<file path="src/rtl/dbg_clk_ctrl_pkg.sv">
// Shared types and constants for the CPU run-control block.
// The state encoding matches the legacy DBG_HALT/DBG_RUN/DBG_STEP defines.
package dbg_clk_ctrl_pkg;

  typedef enum logic [1:0] {
    DBG_HALT = 2'b00,
    DBG_RUN  = 2'b01,
    DBG_STEP = 2'b10
  } dbg_state_e;

  localparam int CE_CNT_W  = 32;
  localparam int DEB_CNT_W = 16;

endpackage

</file>
<file path="src/rtl/dbg_clk_ctrl_key_sync_debounce.sv">
// Step push-button front end: 2-FF synchroniser, stability debouncer and a
// rising-edge detector that emits a single-clock pulse per accepted press.
module key_sync_debounce
  import dbg_clk_ctrl_pkg::*;
#(
  parameter logic [DEB_CNT_W-1:0] DEB_CYC = 16'd50000
) (
  input  logic clk,
  input  logic rst,
  input  logic key_i,
  output logic pulse_o
);

  logic                 key_s1;
  logic                 key_s2;
  logic                 key_db;
  logic [DEB_CNT_W-1:0] deb_cnt;

  // The debounced level only follows the synchronised key after DEB_CYC
  // consecutive cycles of disagreement; any return to key_db restarts the count.
  always_ff @(posedge clk or negedge rst) begin
    if (!rst) begin
      key_s1  <= 1'b0;
      key_s2  <= 1'b0;
      key_db  <= 1'b0;
      deb_cnt <= '0;
      pulse_o <= 1'b0;
    end else begin
      key_s1  <= key_i;
      key_s2  <= key_s1;
      pulse_o <= 1'b0;
      if (key_s2 == key_db) begin
        deb_cnt <= '0;
      end else if (deb_cnt >= DEB_CYC - 16'd1) begin
        deb_cnt <= '0;
        key_db  <= key_s2;
        pulse_o <= key_s2;
      end else begin
        deb_cnt <= deb_cnt + 16'd1;
      end
    end
  end

endmodule

</file>
<file path="src/rtl/dbg_clk_ctrl.sv">
// CPU run-control: clock-enable divider, PC breakpoints, run/halt/step FSM,
// CE pulse counter and a registered probe multiplexer.
module dbg_clk_ctrl
  import dbg_clk_ctrl_pkg::*;
#(
  parameter int                   DIV_W     = 4,
  parameter int                   ADDR_W    = 32,
  parameter int                   NUM_BP    = 4,
  parameter int                   PROBE_NUM = 16,
  parameter int                   PROBE_W   = 32,
  parameter int                   SEL_W     = 4,
  parameter logic [DEB_CNT_W-1:0] DEB_CYC   = 16'd50000
) (
  input  logic                         clk,
  input  logic                         rst,
  input  logic [DIV_W-1:0]             div_i,
  input  logic                         run_i,
  input  logic                         step_key_i,
  input  logic [NUM_BP-1:0]            bp_en_i,
  input  logic [NUM_BP*ADDR_W-1:0]     bp_addr_i,
  input  logic [ADDR_W-1:0]            pc_i,
  input  logic [PROBE_NUM*PROBE_W-1:0] probe_i,
  input  logic [SEL_W-1:0]             probe_sel_i,
  output logic                         cpu_ce_o,
  output logic                         halted_o,
  output logic [NUM_BP-1:0]            bp_hit_o,
  output logic [PROBE_W-1:0]           probe_o,
  output logic [CE_CNT_W-1:0]          ce_cnt_o,
  output dbg_state_e                   dbg_state_o
);

  // Handshake note: this block has no valid/ready interfaces; cpu_ce_o is a
  // one-clock qualifier that downstream logic samples on the same clk edge.

  logic [DIV_W-1:0]    div_cnt;
  logic                tick;
  logic                run_q;
  logic                run_rise;
  logic                step_pulse;
  logic [NUM_BP-1:0]   bp_match;
  dbg_state_e          state_q;
  dbg_state_e          state_d;
  logic                skip_q;
  logic                skip_d;
  logic                cpu_ce_q;
  logic                cpu_ce_d;
  logic [NUM_BP-1:0]   bp_hit_q;
  logic [NUM_BP-1:0]   bp_hit_d;
  logic [CE_CNT_W-1:0] ce_cnt_q;
  logic [PROBE_W-1:0]  probe_q;
  logic [PROBE_W-1:0]  probe_d;

  key_sync_debounce #(
    .DEB_CYC (DEB_CYC)
  ) u_key (
    .clk     (clk),
    .rst     (rst),
    .key_i   (step_key_i),
    .pulse_o (step_pulse)
  );

  // Comparing with >= lets a lowered div_i take effect on the very next cycle.
  assign tick = (div_cnt >= div_i);

  always_ff @(posedge clk or negedge rst) begin
    if (!rst) begin
      div_cnt <= '0;
    end else if (tick) begin
      div_cnt <= '0;
    end else begin
      div_cnt <= div_cnt + 1'b1;
    end
  end

  // run_q resets high so a run_i already asserted at reset exit is not an edge.
  always_ff @(posedge clk or negedge rst) begin
    if (!rst) begin
      run_q <= 1'b1;
    end else begin
      run_q <= run_i;
    end
  end

  assign run_rise = run_i & ~run_q;

  always_comb begin
    bp_match = '0;
    for (int k = 0; k < NUM_BP; k++) begin
      bp_match[k] = bp_en_i[k] && (pc_i == bp_addr_i[k*ADDR_W +: ADDR_W]);
    end
  end

  always_ff @(posedge clk or negedge rst) begin
    if (!rst) begin
      state_q  <= DBG_HALT;
      skip_q   <= 1'b0;
      cpu_ce_q <= 1'b0;
      bp_hit_q <= '0;
    end else begin
      state_q  <= state_d;
      skip_q   <= skip_d;
      cpu_ce_q <= cpu_ce_d;
      bp_hit_q <= bp_hit_d;
    end
  end

  // skip lets a resume from a breakpoint execute the instruction at that PC.
  always_comb begin
    state_d  = state_q;
    skip_d   = skip_q;
    cpu_ce_d = 1'b0;
    bp_hit_d = bp_hit_q;
    case (state_q)
      DBG_HALT: begin
        if (run_rise) begin
          state_d  = DBG_RUN;
          skip_d   = 1'b1;
          bp_hit_d = '0;
        end else if (step_pulse) begin
          state_d  = DBG_STEP;
          bp_hit_d = '0;
        end
      end
      DBG_RUN: begin
        if (tick) begin
          if (!run_i) begin
            state_d = DBG_HALT;
          end else if ((|bp_match) && !skip_q) begin
            state_d  = DBG_HALT;
            bp_hit_d = bp_match;
          end else begin
            cpu_ce_d = 1'b1;
            skip_d   = 1'b0;
          end
        end
      end
      DBG_STEP: begin
        if (tick) begin
          cpu_ce_d = 1'b1;
          state_d  = DBG_HALT;
        end
      end
      default: begin
        state_d = DBG_HALT;
      end
    endcase
  end

  always_ff @(posedge clk or negedge rst) begin
    if (!rst) begin
      ce_cnt_q <= '0;
    end else begin
      ce_cnt_q <= ce_cnt_q + {{(CE_CNT_W-1){1'b0}}, cpu_ce_q};
    end
  end

  // Out-of-range selects fall through to zero.
  always_comb begin
    probe_d = '0;
    for (int k = 0; k < PROBE_NUM; k++) begin
      if (32'(probe_sel_i) == k) begin
        probe_d = probe_i[k*PROBE_W +: PROBE_W];
      end
    end
  end

  always_ff @(posedge clk or negedge rst) begin
    if (!rst) begin
      probe_q <= '0;
    end else begin
      probe_q <= probe_d;
    end
  end

  assign cpu_ce_o    = cpu_ce_q;
  assign halted_o    = (state_q == DBG_HALT);
  assign bp_hit_o    = bp_hit_q;
  assign probe_o     = probe_q;
  assign ce_cnt_o    = ce_cnt_q;
  assign dbg_state_o = state_q;

endmodule

</file>
<file path="config.mk">
export PLATFORM = sky130hd
export DESIGN_NAME = dbg_clk_ctrl
export DESIGN_NICKNAME = d
export VERILOG_FILES = /design/src/rtl/dbg_clk_ctrl_pkg.sv /design/src/rtl/dbg_clk_ctrl_key_sync_debounce.sv /design/src/rtl/dbg_clk_ctrl.sv
export SDC_FILE = /design/constraint.sdc
export NUM_CORES = 1
export LEC_CHECK = 0
export BUFFER_PORTS_ARGS = -buffer_cell sky130_fd_sc_hd__buf_2
export CAP_MARGIN = 20
export CORE_AREA = 2 2 299 301
export DETAILED_ROUTE_END_ITERATION = 12
export DIE_AREA = 0 0 301 303
export GPL_ROUTABILITY_DRIVEN = 0
export HOLD_SLACK_MARGIN = 0.15
export PLACE_DENSITY_LB_ADDON = 0.08
export SYNTH_ARGS = -nofsm -noshare
export SYNTH_HDL_FRONTEND = slang
export SYNTH_SLANG_ARGS = --single-unit
export TNS_END_PERCENT = 50
</file>
<file path="constraint.sdc">
create_clock -name clk -period 2.69 [get_ports clk]
set_clock_uncertainty 0.1 [all_clocks]
set_input_delay 0.1345 -clock clk [delete_from_list [all_inputs] [get_ports clk]]
set_output_delay 0.1345 -clock clk [all_outputs]
set_load 0.03 [all_outputs]
</file>
==> results_dict.tcl <==
set metrics [dict create \
    status "finished, final reports clean" \
    initialDrtViolationCount 701 \
    grt_start_max_net_pins 65 \
    drive_gt1_share_pct 44.0 \
    cp.required_ns 2.85 \
    setup_ws_ns 0.0636 \
    fin_crit_ns 2.63 \
    async_reset_ff_share_pct 100 \
    cap_viol_max_count 0 \
    cp-start-kind "primary input" \
    syn_nets 1921 \
    yosys_warnings 0 \
    synth_top_area_cell "dfrtp_1" \
    ys_top_cells_by_area "dfrtp_1, xnor2_1, nand2_1, a22oi_1, nand4_1" \
    p_total_w 0.00606 \
    tritoncts "built" \
    fp.dieW_um 301 \
    wl_per_cell_um 23.6 \
    syn_to_final_growth_pct 71.2 \
    cp.arrival_ns 2.79 \
    post-route-drc-count 0 \
    initial_utilization_pct 11.2 \
    ant_nets 0 \
    synth_flop_cell "dfrtp_1" \
    synth_area_per_cell_um2 8.09 \
    dp_hpwl_um 67200 \
    period_share_pct 97.6 \
    synthesis.instances 1222 \
    clockBufferDepth 2 \
    critPathCaptureType "flip-flop" \
    whs_path_depth 4 \
    ios 760 \
    synth_top_area_share_pct 24.3 \
    grt_pass1_wl_um 105000 \
    yosysMostFrequentCell "xnor2_1" \
    worstMarginPinSlew_ns 0.766 \
    slew_violations 0 \
    power.density_nw_per_um2 358 \
    dp_slack_ns -0.269 \
    crit_type "in -> reg" \
    vias 13367 \
    ys_ff_latch 97 \
    ff2ff_path_depth 9 \
    fin_nets 2778 \
    hold_slack_ns 0.178 \
    timing.setup.tns_ns 0 \
    grt_use_total_pct 16.2 \
    vdd_drop_max_mv 0.317 \
    clock-root-buffer "clkbuf_16" \
    dr.pass1.iters 5 \
    cts.sinks 97 \
    ys_seq_area_share_pct 24.6 \
    p_leak_nw 7.79 \
    hp-class "in -> reg" \
    htree_levels 3 \
    synth_edf_count 0 \
    grt_pass1_vias 14286 \
    numCtsBuffers 9 \
    rows 109 \
    post_cts_buffers 0 \
    synth_cell_types 59 \
    grt_overflow 0 \
    grt_antenna_before_repair 37 \
    synth_area_um2 9890 \
    ys_top_cells_by_count "xnor2_1, nand2_1, dfrtp_1" \
    coreArea_um2 88000 \
    final-setup-viol-count 0 \
    finalHoldViolations 0 \
    maxSlewHeadroom_pct 48.8 \
    chipHeight_um 303 \
    clkLatencyLatePin_ns 0.38 \
    vias_per_cell 4.09 \
    wl_um 77100 \
    path_clk_slew_ns 0.08 \
    die_area_um2 91200 \
    fmaxAchievable_ghz 0.381 \
    numPortBuffers 759 \
    crit_fanout 31 \
]
-- critical path, cell delays in order --
cell,delay [ns]
buf_6,0.20
buf_12,0.24
buf_4,0.30
mux2_2,0.38
o221ai_1,0.26
nand2_1,0.08
o21ai_0,0.08
a22o_1,0.36
a22oi_1,0.14
dlygate4sd3_1,0.58
-- final timing paths --
| path | from | to | slack [ns] |
|---|---|---|---|
| setup / recovery | probe_sel_i[1] | probe_o[5] | 0.06 |
| hold / removal | probe_i[427] | probe_o[11] | 0.18 |
| setup reg to reg | div_cnt[0] | dbg_state_o[1] | 0.31 |
| hold reg to reg | u_key.key_s1 | u_key.key_s2 | 0.25 |
| max in group asynchronous | rst | run_q | 1.46 |
| min in group asynchronous | rst | bp_hit_o[3] | 0.20 |
-- layer usage --
metal	wire length [µm]	up-vias	track usage, %
met5	111	-	0
met4	1370	20	4.44
met3	4880	79	3.80
met2	38700	528	28.6
met1	32000	6433	19.7
li1	-	6307	-
-- per-stage QoR --
stage | utilization (%) | cells | area [µm²]
CTS | 19.2 | 3249 | 16900
global placement | 17.6 | 3123 | 15400
global route | 19.2 | 3262 | 16900
floorplan | - | 1222 | 9890
finish | 19.2 | 3265 | 16900
detailed placement | 17.6 | 3123 | 15400
-- sequential cells by signal (all words and copies together), names as in the netlist, 2 cells and up --
| name | count |
|---|---|
| ce_cnt_o | 32 |
| probe_o | 32 |
| u_key.deb_cnt | 16 |
| bp_hit_o | 4 |
| div_cnt | 4 |
| dbg_state_o | 2 |
-- logic make-up (layout without fill, tap and decap cells) --
logic type,Yosys count,count (layout),synth area share (%)
AND/OR/NAND/NOR,402,402,20.4
AO/OA/AOI/OAI,341,341,23.3
XOR/XNOR,173,173,15.3
buffers and inverters,113,975,4.59
flip-flops,97,97,24.6
multiplexers,85,85,10.4
adder cells (fa/ha/maj),11,11,1.39
other,0,16,0
-- repair_timing --
action                     4_1_cts  5_1_grt
setup endpoints to repair        0        6
gates resized for setup          0        6
hold endpoints to repair       111        0
hold buffers                   110        0
-- final cells by class --
class,count,area [µm²]
fill,10034,71000
multi-input combinational,1012,7070
timing repair buffer,936,5530
sequential,97,2430
tap,1165,1460
clock buffer,11,253
inverter,23,86.3
clock inverter,5,67.6
antenna,16,40.0
-- power breakdown --
| group | total, W | internal, W | switching (W) | leakage [nW] |
|---|---|---|---|---|
| sequential | 0.00169 | 0.00160 | 0.0000915 | 1.27 |
| clock | 0.00148 | 0.000789 | 0.000688 | 0.159 |
| combinational | 0.00289 | 0.00126 | 0.00164 | 6.36 |
-- placed cells by master (no fill, tap or decap), types with 38 or more instances in the layout --
cell type      count
dfrtp_1           96
buf_4             60
nand2_1          135
buf_2            756
a21oi_1           53
dlygate4sd3_1    110
a22oi_1           64
o21ai_0           76
xnor2_1          140
nor2_1            59
mux2i_1           38
nand4_1           71
Power figures use the tool's default switching activity.
